--- config.mk ---
export PLATFORM = sky130hd
export DESIGN_NAME = dct_block_scheduler
export DESIGN_NICKNAME = d
export VERILOG_FILES = /design/src/rtl/dct_pkg.sv /design/src/rtl/block_addr_gen.sv /design/src/rtl/dct_block_scheduler.sv
export SDC_FILE = /design/constraint.sdc
export NUM_CORES = 1
export LEC_CHECK = 0
export BUFFER_PORTS_ARGS = -buffer_cell sky130_fd_sc_hd__buf_2
export CAP_MARGIN = 40
export CORE_MARGIN = 4
export CORE_UTILIZATION = 51
export DETAILED_ROUTE_END_ITERATION = 10
export PLACE_DENSITY = 0.75
export SYNTH_ARGS = -nofsm -noshare
export SYNTH_HDL_FRONTEND = slang
export SYNTH_SLANG_ARGS = --single-unit
--- constraint.sdc ---
create_clock -name clk -period 1.9 [get_ports clk]
set_input_delay 0.095 -clock clk [delete_from_list [all_inputs] [get_ports clk]]
set_output_delay 0.095 -clock clk [all_outputs]
set_load 0.05 [all_outputs]
--- src/rtl/dct_pkg.sv ---
// Shared types and sizing helpers for the DCT block scheduler.
// Contents: writer/reader state enums and a counter-width helper.
package dct_pkg;

   typedef enum logic {
      WR_IDLE  = 1'b0,
      WR_WRITE = 1'b1
   } wr_state_t;

   typedef enum logic {
      RD_IDLE = 1'b0,
      RD_READ = 1'b1
   } rd_state_t;

   // Bits needed to count 0..n-1, never less than one.
   function automatic int unsigned cnt_w(input int unsigned n);
      if (n <= 32'd1) return 32'd1;
      return 32'($clog2(n));
   endfunction

endpackage

--- src/rtl/block_addr_gen.sv ---
// Block-order read address generator for one stripe bank.
// Ports:
//   clk, rst      clock, synchronous active-high reset
//   clr           synchronous clear of all counters (frame restart)
//   advance       step to the next sample of the stripe
//   addr          r*WIDTH + b*BLK + c within the bank
//   sob, eob      current sample is first / last of its block
//   last          current sample is the final sample of the stripe
module block_addr_gen
   import dct_pkg::*;
#(
   parameter int unsigned WIDTH = 1280,
   parameter int unsigned BLK   = 8
) (
   input  logic                         clk,
   input  logic                         rst,
   input  logic                         clr,
   input  logic                         advance,
   output logic [$clog2(BLK*WIDTH)-1:0] addr,
   output logic                         sob,
   output logic                         eob,
   output logic                         last
);

   localparam int unsigned STRIPE_PIX      = BLK * WIDTH;
   localparam int unsigned ADDR_W          = $clog2(STRIPE_PIX);
   localparam int unsigned BLKS_PER_STRIPE = WIDTH / BLK;
   localparam int unsigned C_W             = cnt_w(BLK);
   localparam int unsigned B_W             = cnt_w(BLKS_PER_STRIPE);

   logic [C_W-1:0] c_q;
   logic [C_W-1:0] r_q;
   logic [B_W-1:0] b_q;
   logic           c_last;
   logic           r_last;
   logic           b_last;

   assign c_last = (c_q == C_W'(BLK - 1));
   assign r_last = (r_q == C_W'(BLK - 1));
   assign b_last = (b_q == B_W'(BLKS_PER_STRIPE - 1));

   // Address math at full bank width so the row product is never truncated.
   assign addr = ADDR_W'(r_q) * ADDR_W'(WIDTH)
               + ADDR_W'(b_q) * ADDR_W'(BLK)
               + ADDR_W'(c_q);

   assign sob  = (c_q == C_W'(0)) && (r_q == C_W'(0));
   assign eob  = c_last && r_last;
   assign last = eob && b_last;

   // Nesting, innermost first: column, row, block.
   always_ff @(posedge clk) begin
      if (rst || clr) begin
         c_q <= '0;
         r_q <= '0;
         b_q <= '0;
      end else if (advance) begin
         if (!c_last) begin
            c_q <= c_q + C_W'(1);
         end else begin
            c_q <= '0;
            if (!r_last) begin
               r_q <= r_q + C_W'(1);
            end else begin
               r_q <= '0;
               b_q <= b_last ? '0 : b_q + B_W'(1);
            end
         end
      end
   end

endmodule

--- src/rtl/dct_block_scheduler.sv ---
// Raster-to-8x8-block scheduler driving an external two-bank stripe buffer.
// Ports:
//   clk, rst                 clock, synchronous active-high reset
//   frame_start              start (or restart) a frame
//   pix_valid                raster pixel present this cycle
//   wr_en/wr_bank/wr_addr    buffer write port (address combinational)
//   rd_en/rd_bank/rd_addr    buffer read port, 1-cycle RAM latency
//   dct_ready                DCT can take a sample next cycle
//   dct_valid/sob/eob        sample strobe and block framing, aligned to RAM data
//   frame_done               last sample of the frame presented
//   overflow                 pixel dropped, target bank still full
//   busy                     frame in progress
module dct_block_scheduler
   import dct_pkg::*;
#(
   parameter int unsigned WIDTH  = 1280,
   parameter int unsigned HEIGHT = 720,
   parameter int unsigned BLK    = 8
) (
   input  logic                         clk,
   input  logic                         rst,
   input  logic                         frame_start,
   input  logic                         pix_valid,
   output logic                         wr_en,
   output logic                         wr_bank,
   output logic [$clog2(BLK*WIDTH)-1:0] wr_addr,
   output logic                         rd_en,
   output logic                         rd_bank,
   output logic [$clog2(BLK*WIDTH)-1:0] rd_addr,
   input  logic                         dct_ready,
   output logic                         dct_valid,
   output logic                         dct_sob,
   output logic                         dct_eob,
   output logic                         frame_done,
   output logic                         overflow,
   output logic                         busy
);

   localparam int unsigned STRIPE_PIX = BLK * WIDTH;
   localparam int unsigned ADDR_W     = $clog2(STRIPE_PIX);
   localparam int unsigned N_STRIPES  = HEIGHT / BLK;
   localparam int unsigned COL_W      = cnt_w(WIDTH);
   localparam int unsigned ROW_W      = cnt_w(BLK);
   localparam int unsigned STR_W      = cnt_w(N_STRIPES);

   wr_state_t        wr_state_q;
   logic [COL_W-1:0] col_q;
   logic [ROW_W-1:0] row_q;
   logic [STR_W-1:0] wr_stripe_q;
   logic             wr_bank_q;

   rd_state_t        rd_state_q;
   logic [STR_W-1:0] rd_stripe_q;
   logic             rd_bank_q;

   logic [1:0]       full_q;
   logic [1:0]       full_d;

   logic             dct_valid_q;
   logic             dct_sob_q;
   logic             dct_eob_q;
   logic             frame_done_q;
   logic             busy_q;

   logic             wr_active;
   logic             wr_last_col;
   logic             wr_last_row;
   logic             wr_last_stripe;
   logic             rd_sob;
   logic             rd_eob;
   logic             rd_last;
   logic             rd_last_stripe;
   logic             rd_frame_end;

   // Writer strobes: counters advance on every pixel, the write is dropped if the bank is full.
   assign wr_active      = (wr_state_q == WR_WRITE) && pix_valid;
   assign wr_en          = wr_active && !full_q[wr_bank_q];
   assign overflow       = wr_active &&  full_q[wr_bank_q];
   assign wr_addr        = ADDR_W'(row_q) * ADDR_W'(WIDTH) + ADDR_W'(col_q);
   assign wr_last_col    = (col_q == COL_W'(WIDTH - 1));
   assign wr_last_row    = (row_q == ROW_W'(BLK - 1));
   assign wr_last_stripe = (wr_stripe_q == STR_W'(N_STRIPES - 1));

   // Reader strobes: a stalled DCT simply freezes the address counters.
   assign rd_en          = (rd_state_q == RD_READ) && dct_ready;
   assign rd_last_stripe = (rd_stripe_q == STR_W'(N_STRIPES - 1));
   assign rd_frame_end   = rd_en && rd_last && rd_last_stripe;

   block_addr_gen #(
      .WIDTH (WIDTH),
      .BLK   (BLK)
   ) u_rd_addr (
      .clk     (clk),
      .rst     (rst),
      .clr     (frame_start),
      .advance (rd_en),
      .addr    (rd_addr),
      .sob     (rd_sob),
      .eob     (rd_eob),
      .last    (rd_last)
   );

   // Bank occupancy: writer sets only empty banks, reader clears only full ones.
   always_comb begin
      full_d = full_q;
      if (wr_en && wr_last_col && wr_last_row) full_d[wr_bank_q] = 1'b1;
      if (rd_en && rd_last)                    full_d[rd_bank_q] = 1'b0;
   end

   always_ff @(posedge clk) begin
      if (rst || frame_start) full_q <= 2'b00;
      else                    full_q <= full_d;
   end

   // Writer FSM and raster counters.
   always_ff @(posedge clk) begin
      if (rst) begin
         wr_state_q  <= WR_IDLE;
         col_q       <= '0;
         row_q       <= '0;
         wr_stripe_q <= '0;
         wr_bank_q   <= 1'b0;
      end else if (frame_start) begin
         wr_state_q  <= WR_WRITE;
         col_q       <= '0;
         row_q       <= '0;
         wr_stripe_q <= '0;
         wr_bank_q   <= 1'b0;
      end else if (wr_active) begin
         if (!wr_last_col) begin
            col_q <= col_q + COL_W'(1);
         end else begin
            col_q <= '0;
            if (!wr_last_row) begin
               row_q <= row_q + ROW_W'(1);
            end else begin
               row_q     <= '0;
               wr_bank_q <= ~wr_bank_q;
               if (wr_last_stripe) begin
                  wr_stripe_q <= '0;
                  wr_state_q  <= WR_IDLE;
               end else begin
                  wr_stripe_q <= wr_stripe_q + STR_W'(1);
               end
            end
         end
      end
   end

   // Reader FSM: drain a full bank, then hand it back to the writer.
   always_ff @(posedge clk) begin
      if (rst || frame_start) begin
         rd_state_q  <= RD_IDLE;
         rd_bank_q   <= 1'b0;
         rd_stripe_q <= '0;
      end else begin
         case (rd_state_q)
            RD_IDLE: begin
               if (full_q[rd_bank_q]) rd_state_q <= RD_READ;
            end
            RD_READ: begin
               if (rd_en && rd_last) begin
                  rd_state_q  <= RD_IDLE;
                  rd_bank_q   <= ~rd_bank_q;
                  rd_stripe_q <= rd_last_stripe ? '0 : rd_stripe_q + STR_W'(1);
               end
            end
            default: rd_state_q <= RD_IDLE;
         endcase
      end
   end

   // DCT-side strobes delayed one cycle to line up with RAM read data.
   always_ff @(posedge clk) begin
      if (rst) begin
         dct_valid_q  <= 1'b0;
         dct_sob_q    <= 1'b0;
         dct_eob_q    <= 1'b0;
         frame_done_q <= 1'b0;
         busy_q       <= 1'b0;
      end else begin
         dct_valid_q  <= rd_en;
         dct_sob_q    <= rd_en && rd_sob;
         dct_eob_q    <= rd_en && rd_eob;
         frame_done_q <= rd_frame_end && !frame_start;
         if (frame_start)       busy_q <= 1'b1;
         else if (rd_frame_end) busy_q <= 1'b0;
      end
   end

   assign wr_bank    = wr_bank_q;
   assign rd_bank    = rd_bank_q;
   assign dct_valid  = dct_valid_q;
   assign dct_sob    = dct_sob_q;
   assign dct_eob    = dct_eob_q;
   assign frame_done = frame_done_q;
   assign busy       = busy_q;

endmodule

==> key figures, run 1 <==
Synthesis
  • Post-synthesis sequential area ratio: 36.27%
  • Avg Synthesized Cell Area: 8.865 um2
  • Distinct cells, synth: 45
  • Synth area leaders: dfxtp_1 (36%), ha_1 (11%), a21oi_1 (4.8%)
  • Number of flops mapped to enable cells by yosys: 0
  • Area of the mapped netlist: 0.002925 mm2
  • Asr flop ratio synth: 0%
  • Flops & latches, synth: 53
  • Area share of the largest cell type after synthesis: 36.27%
  • Warnings from Yosys: 0
  • Cells after Synth: 330
  • Mapped Nets: 363
  • Most used DFF post-synth: dfxtp_1
  • Cell taking the most area after synthesis: dfxtp_1

Route
  • Total routed wirelength: 7835 um
  • WL/cell: 16.46 um
  • Vias/cell: 5.739
  • Post-route ant nets: 0
  • Via count: 2,732
  • Drt drc: 0
  • First-pass detailed-route iteration total: 5
  • Drt initial violations: 169

Timing
  • Final Critical Period: 1.936 ns
  • Unrepaired setup endpoints after global routing: yes
  • F_max: 516.6 MHz
  • Least-Margin Pin Slew: 0.4591 ns
  • Final worst-path cycle share: 101.9%
  • Fin Setup TNS: -0.03633 ns
  • Worst setup margin: -0.03580 ns
  • Max Slew Vio Count: 0
  • Setup Viol. Count Final: 3
  • Slew margin rel.: 69.28%
  • Post-route clock skew: 0.01244 ns
  • Hold violation count in the final report: 0
  • Hold WS: 0.02427 ns

Status
  • Failing checks: setup timing
  • Status: finished, violations left

Clock network
  • H-tree depth: 2
  • CTS Buffer Depth: 2
  • Post-CTS Hold Buffers: 0
  • Clock Sink Count: 53
  • CTS tree: done
  • Total CTS buffers: 5
  • Clock Tree Root: clkbuf_8
  • Clock transition at path regs: 0.10 ns
  • Skew-Pair Late Insertion Delay: 0.32 ns

Floorplanning
  • Die area: 0.007012 mm2
  • Num rows: 27
  • Core area: 0.005540 mm2
  • Die W: 83.74 um
  • Initial core utilization: 52.80%
  • Top-Level Pins: 43
  • Die Y: 83.74 um

Place
  • IO buf count: 42
  • Routability Congestion: 0.8371
  • DPL Wire Length: 4347 um

GRT
  • First-pass GRT wire length: 11,210 um
  • Overflow after GRT: 0
  • Initial antenna violation count: 0
  • Largest net degree at the start of global routing: 21
  • Vias in the first global route: 2,500
  • Total GRT Usage: 19.05%

Setup path
  • Critical Path Sink Type: flop
  • CP Class: flop to flop
  • CP Data Required Time: 2.14 ns
  • R2R Path End: wr_stripe_q[2]$_SDFFE_PP0P_
  • Critical Path AT: 2.17 ns
  • Crit path from: row_q[0]$_SDFFE_PP0P_
  • Worst-case reg-to-reg path depth: 6
  • Critical Path Start Type: flop
  • Reg2Reg Setup Slack: -0.04 ns
  • Worst R2R Start: row_q[0]$_SDFFE_PP0P_
  • Critical path destination: wr_stripe_q[2]$_SDFFE_PP0P_
  • CP max FO: 10

Power
  • Power Dens Cells: 495.0 mW/mm2
  • Worst ir drop on vdd: 0.0003786 V
  • Pleak: 1.654 nW

Final layout
  • Antenna diode count: 0
  • Share of cells above drive strength 1: 38.37%
  • Layout Area Growth over Synthesis: 34.60%
  • # fillers: 420
  • Final #Nets: 436

Job
  • MaxCap Viol Count: 0

Worst hold path
  • Hold Path Class: input port to flop
[where the power goes]
| group | total, mW | internal (mW) | switching (mW) |
|---|---|---|---|
| Combinational | 0.0641 | 0.0173 | 0.0469 |
| Clock | 0.782 | 0.396 | 0.386 |
| Sequential | 1.10 | 1.10 | 0.00222 |
[cells by family (layout without fill, tap and decap cells)]
family	count (synthesis)	in the layout	share of synthesized area [%]
flip-flops	53	53	36.27
XOR/XNOR	25	25	7.485
multiplexers	5	5	1.711
AND/OR/NAND/NOR	124	125	23.05
adder cells (fa/ha/maj)	28	28	12.49
AO/OA/AOI/OAI	56	56	11.33
buffers and inverters	39	112	7.656
[placed cells by master, fill, tap and decap left out, types with 3 or more instances in the layout]
cell type | Yosys | layout
nand2_1 | 28 | 25
ha_1 | 26 | 11
dfxtp_4 | 0 | 9
xnor2_2 | 0 | 5
a21oi_2 | 0 | 3
xor2_1 | 14 | 12
inv_1 | 18 | 16
nand2_2 | 1 | 3
mux2i_1 | 5 | 5
nand3_1 | 9 | 9
o31ai_1 | 6 | 6
or3_1 | 10 | 10
dfxtp_1 | 53 | 41
o21ai_1 | 5 | 5
a21o_1 | 3 | 3
buf_6 | 3 | 13
buf_2 | 2 | 34
nor3_1 | 3 | 3
ha_4 | 0 | 13
xnor2_1 | 11 | 6
nand4_1 | 9 | 9
clkbuf_8 | 0 | 5
and3_1 | 3 | 3
a21oi_1 | 28 | 24
o21ai_0 | 8 | 7
and2_1 | 3 | 3
dfxtp_2 | 0 | 3
buf_4 | 14 | 39
or4_1 | 7 | 5
nor2_1 | 34 | 32
[critical path: stages, from the launching register on]
cell and delay (ns):
dfxtp_4 0.40, buf_4 0.14, ha_1 0.17, ha_2 0.27, nand3_2 0.22, or4_1 0.48
a21oi_1 0.19
[state kept, by name (all words and copies together), names as in the netlist]
name,cells
rd_state_q,1
dct_eob,1
wr_state_q,1
u_rd_addr.r_q,3
u_rd_addr.b_q,8
u_rd_addr.c_q,3
rd_stripe_q,7
dct_valid,1
full_q,2
dct_sob,1
wr_stripe_q,7
frame_done,1
col_q,11
rd_bank,1
busy,1
wr_bank,1
row_q,3
[worst min-delay path by stage]
stage                                   end  cells after the start  from  slack, ns
global route              busy$_SDFFE_PP0P_                      2   rst       0.03
global placement          busy$_SDFFE_PP0P_                      2   rst       0.36
finish              wr_state_q$_SDFFE_PP0P_                      2   rst       0.02
CTS                 wr_state_q$_SDFFE_PP0P_                      2   rst       0.02
detailed placement  wr_state_q$_SDFFE_PP0P_                      2   rst       0.35
floorplan                 busy$_SDFFE_PP0P_                      1   rst       0.16
[synth_stat cells (8+ instances only)]
cell,n
buf_4,14
xor2_1,14
o21ai_0,8
nand3_1,9
dfxtp_1,53
nor2_1,34
inv_1,18
or3_1,10
xnor2_1,11
nand4_1,9
ha_1,26
a21oi_1,28
nand2_1,28
[routing by layer]
layer / vias to the layer above / global-route usage (%) / share of wire [%]
met5: - / 0 / 0
met4: 0 / 7.749 / 2.1
met3: 20 / 3.159 / 5.4
met2: 100 / 31.67 / 50
met1: 1324 / 24.45 / 42
li1: 1288 / - / -
[timing repair]
item	CTS	global route
pin swaps	13	30
gates cloned	0	1
endpoints found under the setup margin	7	18
buffers inserted	6	17
resized for setup	52	32
[metrics by stage]
stage	setup slack [ns]	util [%]	area (um2)	instances	total power, mW
after CTS	-0.007025	66.03	3659	459	1.951
after global placement	0.09499	59.49	3296	445	1.201
final	-0.03580	71.07	3938	476	1.949
after global routing	-0.1012	71.07	3938	476	2.011
after floorplan	-0.05505	-	2987	330	1.178
after detailed placement	0.04777	59.49	3296	445	1.201
[cell type report]
type,count,area [um2],area share (%)
clock inverters,2,38.79,0.9851
repair buffers,86,609.3,15.48
inverters,18,67.56,1.716
flip-flops and latches,53,1099,27.90
well taps,72,90.09,2.288
clock buffers,6,72.57,1.843
multi-input cells,239,1961,49.79
(Power assumes the default switching activity.)
==> inputs of run 2 (changes only) <==
--- a/config.mk
+++ b/config.mk
@@ -5,12 +5,13 @@
 export SDC_FILE = /design/constraint.sdc
 export NUM_CORES = 1
 export LEC_CHECK = 0
+export ABC_AREA = 1
 export BUFFER_PORTS_ARGS = -buffer_cell sky130_fd_sc_hd__buf_2
 export CAP_MARGIN = 40
 export CORE_MARGIN = 4
-export CORE_UTILIZATION = 51
+export CORE_UTILIZATION = 52
 export DETAILED_ROUTE_END_ITERATION = 10
-export PLACE_DENSITY = 0.75
+export PLACE_DENSITY = 0.76
 export SYNTH_ARGS = -nofsm -noshare
 export SYNTH_HDL_FRONTEND = slang
 export SYNTH_SLANG_ARGS = --single-unit
==> run 2 against run 1 <==
Compared with the run above: the flow still finishes with violations (setup timing); worst setup slack got worse by 0.021 ns; via count decreased by 0.66%; largest cell class unchanged; register-to-register slack improved by 0.15 ns; clock skew decreased by 0.0034 ns; critical path type is now flop to primary output; largest power group unchanged.
==> key figures, run 2 <==
Status
  • Status: finished, violations left
  • Failing checks: setup timing

Final layout
  • Max reg flops: 11
  • Post-route cell area: 0.003730 mm2
  • Post-Layout Cell Count: 521
  • Antenna diode count: 0
  • # fillers: 463
  • Multi-input logic area: 0.001946 mm2
  • Commonest non-fill, non-tap cells in the layout: nand2_1 (74), nor2_1 (53), dfxtp_1 (45)
  • Final #Nets: 481
  • Layout Area Growth over Synthesis: 22.62%
  • Utilization after layout: 66.91%
  • Biggest regs: col_q: 11 flops, u_rd_addr.b_q: 8 flops
  • Biggest register: col_q
  • Register area: 0.001079 mm2
  • Share of cells above drive strength 1: 28.73%
  • Most common library cell in the layout ignoring fill and taps: nand2_1

Setup path
  • Most common cell on crit path: ha_4
  • Slowest CP cell: dfxtp_4
  • Critical Path Start Type: flop
  • CP Data Required Time: 1.80 ns
  • Crit path buf inv count: 1
  • Critical Path AT: 1.86 ns
  • Worst-case reg-to-reg path depth: 10
  • Worst stage delay on the critical path: 0.37 ns
  • CP max FO: 3
  • Delay-heaviest family, CP: adder cells
  • Critical Path Sink Type: primary output
  • Worst-path cell chain: ha_4, ha_1, ha_4, and3_4, xor2_2, buf_6
  • Levels on crit path: 6
  • CP Class: flop to primary output

Power
  • Clk network pwr share: 37.7%
  • Switching Share: 22.60%
  • Comb power frac: 3.4%
  • Power Dens Cells: 506.2 mW/mm2
  • Sw power: 0.4267 mW
  • Pleak: 1.578 nW
  • Internal Dissipation: 1.461 mW
  • Sequential share of power: 58.9%
  • Worst ir drop on vdd: 0.0004036 V

Place
  • Post-Place Cells: 508
  • DP Worst Slack: 0.004501 ns
  • DPL Wire Length: 4870 um
  • IO buf count: 42
  • Routability Congestion: 0.8794
  • Dpl cell area: 0.003338 mm2

Clock network
  • CTS tree: done
  • Skew-Pair Late Insertion Delay: 0.30 ns
  • Total CTS buffers: 5
  • Clock Tree Root: clkbuf_8
  • H-tree depth: 2
  • Clock Sink Count: 53
  • Clock transition at path regs: 0.10 ns
  • CTS Buffer Depth: 2

Route
  • WL/cell: 13.26 um
  • Via count: 2,714
  • Drt initial violations: 88
  • First-pass detailed-route iteration total: 4
  • Vias/cell: 5.209
  • Drt drc: 0
  • Post-route ant nets: 0
  • Total routed wirelength: 6909 um

Synthesis
  • Synth cell count leaders: nand2_1 (80), nor2_1 (54), dfxtp_1 (53)
  • Area share of the largest cell type after synthesis: 34.88%
  • Area of the mapped netlist: 0.003042 mm2
  • Distinct cells, synth: 34
  • Post-synthesis sequential area ratio: 34.88%
  • Number of flops mapped to enable cells by yosys: 0
  • Most common cell in the netlist: nand2_1
  • Most used DFF post-synth: dfxtp_1
  • Asr flop ratio synth: 0%
  • Avg Synthesized Cell Area: 7.585 um2
  • Warnings from Yosys: 0
  • Cell taking the most area after synthesis: dfxtp_1
  • Synth area leaders: dfxtp_1 (35%), ha_1 (11%), nand2_1 (9.9%)
  • Mapped Nets: 434
  • Flops & latches, synth: 53
  • Cells after Synth: 401

GRT
  • First-pass GRT wire length: 11,440 um
  • Total GRT Usage: 19.27%
  • Vias in the first global route: 2,652
  • Initial antenna violation count: 0
  • Overflow after GRT: 0
  • Largest net degree at the start of global routing: 18

Timing
  • Slew margin rel.: 61.41%
  • Hold violation count in the final report: 0
  • Least-Margin Pin Slew: 0.5752 ns
  • Post-route clock skew: 0.009046 ns
  • Unrepaired setup endpoints after global routing: yes
  • Setup Viol. Count Final: 2
  • Max Slew Vio Count: 0
  • Fin Setup TNS: -0.09468 ns
  • Worst setup margin: -0.05642 ns
  • Final Critical Period: 1.956 ns
  • F_max: 511.1 MHz
  • Final worst-path cycle share: 103.0%

Worst hold path
  • Hold Path Depth: 2
  • Hold Path Class: input port to flop

Floorplanning
  • Initial core utilization: 54.57%
  • Die area: 0.007137 mm2
  • Core area: 0.005574 mm2
  • Die W: 84.48 um
  • Top-Level Pins: 43
  • Die Y: 84.48 um
  • Num rows: 27

Job
  • MaxCap Viol Count: 0
[run 2: cell count changes after synthesis, moves of 5 or more]
| cell | delta |
|---|---|
| inv_1 | +19 |
| mux2i_1 | -5 |
| nand2_1 | +52 |
| nand3_1 | +9 |
| nor2_1 | +20 |
| nor2_2 | +6 |
| nor3_1 | +6 |
| o21ai_0 | +9 |
| o21ai_1 | -5 |
| o31ai_1 | -6 |
| or3_1 | -10 |
| or4_1 | -7 |
| xnor2_1 | -6 |
[run 2: power by group through the flow]
stage / logic (mW) / registers [mW] / clock network [mW]
floorplan: 0.0368 / 1.15 / 0
global placement: 0.0629 / 1.14 / 0
detailed placement: 0.0636 / 1.14 / 0
CTS: 0.0641 / 1.12 / 0.725
global route: 0.0699 / 1.11 / 0.763
finish: 0.0644 / 1.11 / 0.711
[run 2: final timing paths]
path	from	end	slack [ns]
hold reg to reg	full_q[1]$_SDFF_PP0_	full_q[1]$_SDFF_PP0_	0.48
setup reg to reg	u_rd_addr.r_q[0]$_SDFFE_PP0P_	rd_stripe_q[2]$_SDFFE_PP0P_	0.11
setup / recovery	u_rd_addr.r_q[0]$_SDFFE_PP0P_	rd_addr[13]	-0.06
hold / removal	rst	wr_state_q$_SDFFE_PP0P_	0.07
[run 2: final cells by class]
cell class              count  share of cell area, %
clock buffers               7                  2.583
clock inverters             1                 0.2348
inverters                  41                  4.126
multi-input cells         291                  52.16
flip-flops and latches     53                  28.92
well taps                  72                  2.415
repair buffers             56                  9.561
[run 2: cell families after synthesis]
family / synth area share, %
buf+inv: 8.967
xor+xnor: 5.471
flops: 34.88
fa+ha+maj: 12.01
simple gates: 30.56
compound gates: 8.104
[run 2: worst register-to-register path, cell delays in order (launching register included)]
cell and delay [ns]:
dfxtp_4 0.38, buf_4 0.12, ha_1 0.15, ha_1 0.18
nand2_1 0.13, nor2_8 0.18, inv_2 0.09, nor2_4 0.18
nand2_2 0.10, nand2_2 0.13, nor3b_2 0.05
[run 2: stage by stage]
stage	hold WS (ns)	power [mW]
finish	0.06792	1.888
floorplan	0.1641	1.184
global placement	0.3818	1.206
CTS	0.05233	1.906
global route	0.06321	1.947
detailed placement	0.3823	1.206
[run 2: repair_timing]
action / 4_1_cts / 5_1_grt
pin swaps: 8 / 9
buffers inserted: 2 / 3
setup endpoints to repair: 6 / 16
hold buffers: 0 / 0
gates resized for setup: 30 / 29
endpoints found under the hold margin: 0 / 0
[run 2: per-layer routing]
layer	global-route usage [%]	share of wire, %
met5	0	0
met4	6.331	2.4
met3	4.122	3.9
met2	35.66	51
met1	21.77	43
